===== src/rtl/binario_a_bcd.sv =====
// Sequential 14-bit binary to 4-digit BCD converter (double-dabble, fixed 15-clock latency).
// Optional build macro: BCD_BLANK_LEADING_EN blanks leading-zero digits (code 4'hF).
module binario_a_bcd (
  input  logic        clk,
  input  logic        rst_n,
  input  logic [13:0] binario,
  input  logic        start,
  output logic        busy,
  output logic        done,
  output logic [3:0]  unidades,
  output logic [3:0]  decenas,
  output logic [3:0]  centenas,
  output logic [3:0]  unidadesMillar,
  output logic [1:0]  dbg_state
);

  // Handshake: start is sampled only while IDLE; busy marks the conversion and
  // done pulses for one cycle when the digit outputs change.
  typedef enum logic [1:0] {
    IDLE  = 2'd0,
    SHIFT = 2'd1,
    FIN   = 2'd2
  } state_t;

  localparam logic [13:0] MAX_BCD  = 14'd9999;
  localparam logic [3:0]  LAST_IT  = 4'd13;
  localparam logic [15:0] HI_CODE  = 16'hAAAA;
`ifdef BCD_BLANK_LEADING_EN
  localparam logic [15:0] RST_DIG  = 16'hFFF0;
`else
  localparam logic [15:0] RST_DIG  = 16'h0000;
`endif

  state_t      state_q, state_d;
  logic [13:0] bin_q, bin_d;
  logic [15:0] bcd_q, bcd_d;
  logic [3:0]  cnt_q, cnt_d;
  logic        ovf_q, ovf_d;
  logic        busy_q, busy_d;
  logic        done_q, done_d;
  logic [15:0] dig_q, dig_d;
  logic [15:0] bcd_adj;

`ifdef BCD_BLANK_LEADING_EN
  function automatic logic [15:0] to_display(input logic [15:0] b);
    logic [15:0] r;
    r = b;
    if (b[15:12] == 4'd0) r[15:12] = 4'hF;
    if (b[15:8] == 8'd0)  r[11:8]  = 4'hF;
    if (b[15:4] == 12'd0) r[7:4]   = 4'hF;
    return r;
  endfunction
`else
  function automatic logic [15:0] to_display(input logic [15:0] b);
    return b;
  endfunction
`endif

  always_comb begin
    bcd_adj = bcd_q;
    for (int i = 0; i < 4; i++) begin
      if (bcd_q[4*i +: 4] >= 4'd5) bcd_adj[4*i +: 4] = bcd_q[4*i +: 4] + 4'd3;
    end
  end

  always_comb begin
    state_d = state_q;
    bin_d   = bin_q;
    bcd_d   = bcd_q;
    cnt_d   = cnt_q;
    ovf_d   = ovf_q;
    busy_d  = busy_q;
    done_d  = 1'b0;
    dig_d   = dig_q;
    case (state_q)
      IDLE: begin
        if (start) begin
          bin_d   = binario;
          bcd_d   = 16'd0;
          cnt_d   = 4'd0;
          ovf_d   = (binario > MAX_BCD);
          busy_d  = 1'b1;
          state_d = SHIFT;
        end
      end
      SHIFT: begin
        // A carry out of the top nibble can only come from an out-of-range value.
        bcd_d = {bcd_adj[14:0], bin_q[13]};
        bin_d = {bin_q[12:0], 1'b0};
        ovf_d = ovf_q | bcd_adj[15];
        cnt_d = cnt_q + 4'd1;
        if (cnt_q == LAST_IT) state_d = FIN;
      end
      FIN: begin
        dig_d   = ovf_q ? HI_CODE : to_display(bcd_q);
        done_d  = 1'b1;
        busy_d  = 1'b0;
        state_d = IDLE;
      end
      default: state_d = IDLE;
    endcase
  end

  always_ff @(posedge clk) begin
    if (!rst_n) begin
      state_q <= IDLE;
      bin_q   <= 14'd0;
      bcd_q   <= 16'd0;
      cnt_q   <= 4'd0;
      ovf_q   <= 1'b0;
      busy_q  <= 1'b0;
      done_q  <= 1'b0;
      dig_q   <= RST_DIG;
    end else begin
      state_q <= state_d;
      bin_q   <= bin_d;
      bcd_q   <= bcd_d;
      cnt_q   <= cnt_d;
      ovf_q   <= ovf_d;
      busy_q  <= busy_d;
      done_q  <= done_d;
      dig_q   <= dig_d;
    end
  end

  assign busy           = busy_q;
  assign done           = done_q;
  assign unidades       = dig_q[3:0];
  assign decenas        = dig_q[7:4];
  assign centenas       = dig_q[11:8];
  assign unidadesMillar = dig_q[15:12];
  assign dbg_state      = state_q;

endmodule


===== config.mk =====
export PLATFORM = sky130hd
export DESIGN_NAME = binario_a_bcd
export DESIGN_NICKNAME = d
export VERILOG_FILES = /design/src/rtl/binario_a_bcd.sv
export SDC_FILE = /design/constraint.sdc
export NUM_CORES = 1
export LEC_CHECK = 0
export CAP_MARGIN = 20
export CORE_MARGIN = 2
export CORE_UTILIZATION = 53
export DETAILED_ROUTE_END_ITERATION = 8
export PLACE_DENSITY = 0.76
export SETUP_SLACK_MARGIN = 0.4
export SYNTH_ARGS = -nofsm -noshare
export SYNTH_HDL_FRONTEND = slang
export SYNTH_SLANG_ARGS = --single-unit

===== constraint.sdc =====
create_clock -name clk -period 1.9 [get_ports clk]
set_input_delay 0.38 -clock clk [delete_from_list [all_inputs] [get_ports clk]]
set_output_delay 0.38 -clock clk [all_outputs]
set_load 0.05 [all_outputs]

== Word level (Yosys, flattened, before mapping) ==
Cells that the tools add are included.
Operators by class
  add/subtract/negate cells: 5
  $lt $le $gt $ge: 5
  eq/ne operators: 5
  muxes and demuxes: 19
  bitwise logic cells: 1
  reductions and logical operators: 6
Operators by type and width (number)
  two-way mux 16 bit: 2
  case mux 16 bit (2 select lines): 1
  case mux 14 bit (2 select lines): 1
  two-way mux 4 bit: 5
  adder 4 x 2 -> 4 bit, second input constant: 4
  >= comparator 4 x 3 -> 1 bit, second input constant: 4
  greater-than comparator 14 bit, second input constant: 1
  two-way mux 14 bit: 1
  case mux 4 bit (2 select lines): 1
  AND reduction 2 bit: 3
  adder 4 x 1 -> 4 bit, second input constant: 1
  equality test 4 bit, second input constant: 1
  two-way mux 2 bit: 2
  != test 2 bit, second input constant: 2
  case mux 1 bit (2 select lines): 2
  case mux 2 bit (2 select lines): 1
  nonzero test 2 bit: 2
  two-way mux 1 bit: 3
  equality test 2 x 1 -> 1 bit, second input constant: 1
  equality test 2 bit, second input constant: 1
  zero test 2 bit: 1
  OR 1 bit: 1
Word-level totals
  register bits: 55
  input bits: 17
  output and inout bits: 20
  logic and storage cells: 49

== Longest topological paths before layout ==
  word-level depth: 4
  gate-level depth with buffers: 7

== Worst setup path after synthesis ==
Ideal clock, no wire load.
  path type: register to register
  start: register state_q[0] (netlist: dbg_state[0])
  end: register bcd_q[11]
  setup time: 60 ps
  arrival time: 1713 ps
  data required time: 1840 ps
  path slack: 127 ps
  stages on the path, launching flop included: 8
  period minus slack after synthesis: 1773 ps
  path through: dfxtp_1 -> buf_2 -> nand2b_4 -> buf_6 -> or2_1 -> buf_6 -> o31ai_1 -> a32o_2
Between the ends
  cells in the longest elaborated chain, start to end: 3
Ends and longest elaborated chain
  start, declared: RTL line 34  | state_t state_q, state_d;
  start signal, assigned: RTL line 115  | state_q <= state_d;
  equality test 2 x 1 -> 1 bit / zero test 2 bit (equally long branches): RTL line 75  | case (state_q)
  nonzero test 2 bit (no line) / != test 2 bit (equally long branches)
  AND reduction 2 bit (no line)
  end signal, assigned: RTL line 108  | bcd_q <= 16'd0;
  end signal, assigned: RTL line 117  | bcd_q <= bcd_d;
  end, declared: RTL line 36  | logic [15:0] bcd_q, bcd_d;
Several ways; a longest one is shown, not always the timed one.
A chain may end at the register's enable or synchronous reset.

== Worst setup path after layout ==
  start: input port start
  end: register bin_q[1]
Between the ends
  cells in the longest elaborated chain, start to end: 2
Ends and longest elaborated chain
  start, declared: RTL line 7  | input logic start,
  != test 2 bit (no line)
  AND reduction 2 bit (no line)
  end signal, assigned: RTL line 116  | bin_q <= bin_d;
  end, declared: RTL line 35  | logic [13:0] bin_q, bin_d;
No other way between the ends.

==> results.md <==
- Outcome: complete, no violations
- Worst slew pin tran: 0.475 ns
- Crit. End Element: register
- Critical Path Fanout Max: 12
- Cells after Synth: 268
- Number of global-route vias before repair: 1885
- CORE AREA: 0.00435 mm²
- Synth Register Bits: 55
- CTS Root Cell: clkbuf_8
- Maximum number of pins on one net before global-route repair: 23
- Antenna Violating Nets Remaining: 0
- Total power: 2100 µW
- Dpl hpwl: 3730 µm
- Post-cts hold buffer count: 0
- VDD IR max: 0.000613 V
- Row count: 24
- GPL Wtd Cong: 0.752
- Critical Path Slowest Stage Cell: clkdlybuf4s50_1
- Die X: 71.3 µm
- EDFF count, synth: 0
- Die Y: 71.3 µm
- First-pass GRT wire length: between 9000 and 10000 µm
- H-tree depth: 2
- Post-layout util: 69.6%
- Clk_lat worst skew: around 0.31 ns
- Via count: between 2000 and 2500
- Area growth syn-to-layout: 26.3%
- CTS buffer count: 5
- Ports: 37
- Placed insts: 350
- Register Area: around 0.0011 mm²
- CP arrival: approximately 1.7 ns
- Clock Tree Buf Depth: 2
- Commonest cells post-synth: dfxtp_1 (55), nor2_1 (43), a21oi_1 (18)
- Synth area leaders: dfxtp_1 (46%), nor2_1 (6.7%), ha_1 (5.2%)
- Max-capacitance violation count: 0
- Syn Area/Cell: 8.95 µm²
- Share of Yosys cell area claimed by the top area cell type: 45.9%
- Met3 Use GR: 3.52%
- Required time worst endpoint: 2.10 ns
- Wirelength, routed: between 5000 and 6000 µm
- N_diodes: 0
- Register area share after synthesis: 45.9%
- CTS tree: done
- Die area: slightly above 0.005 mm²
- Largest area contributor in the synthesized netlist: dfxtp_1
- PortBufs: 36
- CP top delay family: buffers and inverters
- GR Util met2: 34.5%
- Skew final: roughly 0.0068 ns
- Post-route DRC: 0
- Syn Nets: 295
- RSZ-0062 raised after global routing: yes
- Initial DRC count: 93
- Layout cells sized above 1: about 25%
- Non-Filler Instances: 363
- Sink Count: 55
- Max frequency: 690 MHz
- Worst min path class: register to register
- Multi-input combinational cell area: 0.00122 mm²
- Setup CP Type: input pin to register
- Final Max Tran Viols: 0
- Nets@finish: 337
- Avg Vias per Cell: about 5.7
- Wire per inst: 14.4 µm
- CP peak stage delay: 0.57 ns
- Synth warnings: 0
- Final min period: 1.45 ns
- Hold slack: 0.452 ns
- Initial antenna violation count: 0
- Leak Pwr: 0.00113 µW
- Buffer and inverter count on the worst path: 1
- GRT busiest layer: met2
- Yosys cell types: 40
- Worst rel slew slack: approximately 68%
- Synth Cell Area: 0.00240 mm²
- Cell with the most instances after synthesis: dfxtp_1
- CP Launch Type: input pin
- Global-route track usage on met1: 31.3%
- Filler cells: 333
- Initial core utilization: between 50% and 60%
- Final period utilization: about three quarters
- Tot GR Track Use: 22.3%
- Clk pin slew, worst setup/hold paths: 0.09 ns
- Pwr/cell area: just under 700 mW/mm²
- Most used flip-flop cell after synthesis: dfxtp_1
- Drt pass-1 iters: 4
- Gr ovfl total: 0
- Hold Vio Cnt, Final: 0
- Async SR Flop Fraction: 0%
- CP Cell Sequence: clkdlybuf4s50_1, nand2_1, o221ai_1, nor2_1
- Final setup TNS: 0 ns
- # setup viols final: 0
==> final timing paths <==
path,start,endpoint,slack (ns),cells past startpoint
worst min register to register,dig_q[10]$_SDFFE_PN0P_,dig_q[10]$_SDFFE_PN0P_,0.45,2
worst max-delay path,start,bin_q[1]$_SDFFE_PN0P_,0.45,4
worst max register to register,bcd_q[1]$_SDFFE_PN0P_,bcd_q[2]$_SDFFE_PN0P_,0.45,6
worst min-delay path,dig_q[10]$_SDFFE_PN0P_,dig_q[10]$_SDFFE_PN0P_,0.45,2
==> metal layers <==
metal / vias to the layer above / wire [µm]
li1: 1038 / -
met1: 996 / 2440
met2: 32 / 2520
met3: 7 / 186
met4: 0 / 87
met5: - / 0
==> final cells by class <==
cell class | instances | share of cell area (%)
multi-input combinational | 185 | 40.4
inverter | 11 | 1.36
timing repair buffer | 52 | 16.6
clock buffer | 7 | 2.52
tap | 52 | 2.15
clock inverter | 1 | 0.165
sequential | 55 | 36.8
==> registers in the layout, indices dropped and copies added, names as in the netlist <==
signal     flops
dig_q         16
done           1
busy           1
ovf_q          1
bcd_q         16
bin_q         14
cnt_q          4
dbg_state      2
==> tightest hold or removal path, stage by stage (launching register included) <==
cell	delay [ns]
dfxtp_1	0.32
nand2_1	0.05
a21oi_1	0.05
==> kinds of logic after synthesis <==
group	after synthesis	synth area share [%]
xor gates and xnor gates	7	2.56
and+or+nand+nor	98	19.1
adders and majority gates	10	5.22
muxes	5	2.30
DFF	55	45.9
buffers and inverters	28	5.63
AOI/OAI and AO/OA	65	19.2
==> metrics by stage <==
| stage | instance area, µm² | setup WS, ns |
|---|---|---|
| 6_report | 3030 | 0.451 |
| 5_1_grt | 3030 | 0.379 |
| 4_1_cts | 2970 | 0.401 |
| 3_5_place_dp | 2830 | 0.0340 |
| 3_3_place_gp | 2830 | 0.0769 |
| 2_1_floorplan | 2410 | 0.413 |
==> timing repair <==
item                                    CTS  global route
endpoints found under the setup margin   28            13
pin swaps                                 3             3
buffers inserted                          3             2
resized for setup                        58            23
==> power breakdown <==
part | leakage, µW | switching (µW) | internal, µW
logic | 0.000642 | 135 | 113
clock network | 0.0000422 | 360 | 260
registers | 0.000451 | 36.1 | 1190
==> placed cells by master, fill, tap and decap left out, types with 4 or more instances in the layout <==
cell,count
a21oi_1,14
a21oi_2,4
buf_4,17
clkbuf_8,5
clkdlybuf4s15_2,17
clkdlybuf4s50_1,16
dfxtp_1,49
dfxtp_2,4
ha_1,6
ha_2,4
inv_1,6
inv_2,5
nand2_1,15
nand2b_1,4
nand3b_1,4
nor2_1,42
nor3_1,16
o21ai_0,6
o221ai_1,11
o22ai_1,6
or3_1,5
xnor2_1,4
Note: power is estimated with default switching activity, not from simulation.
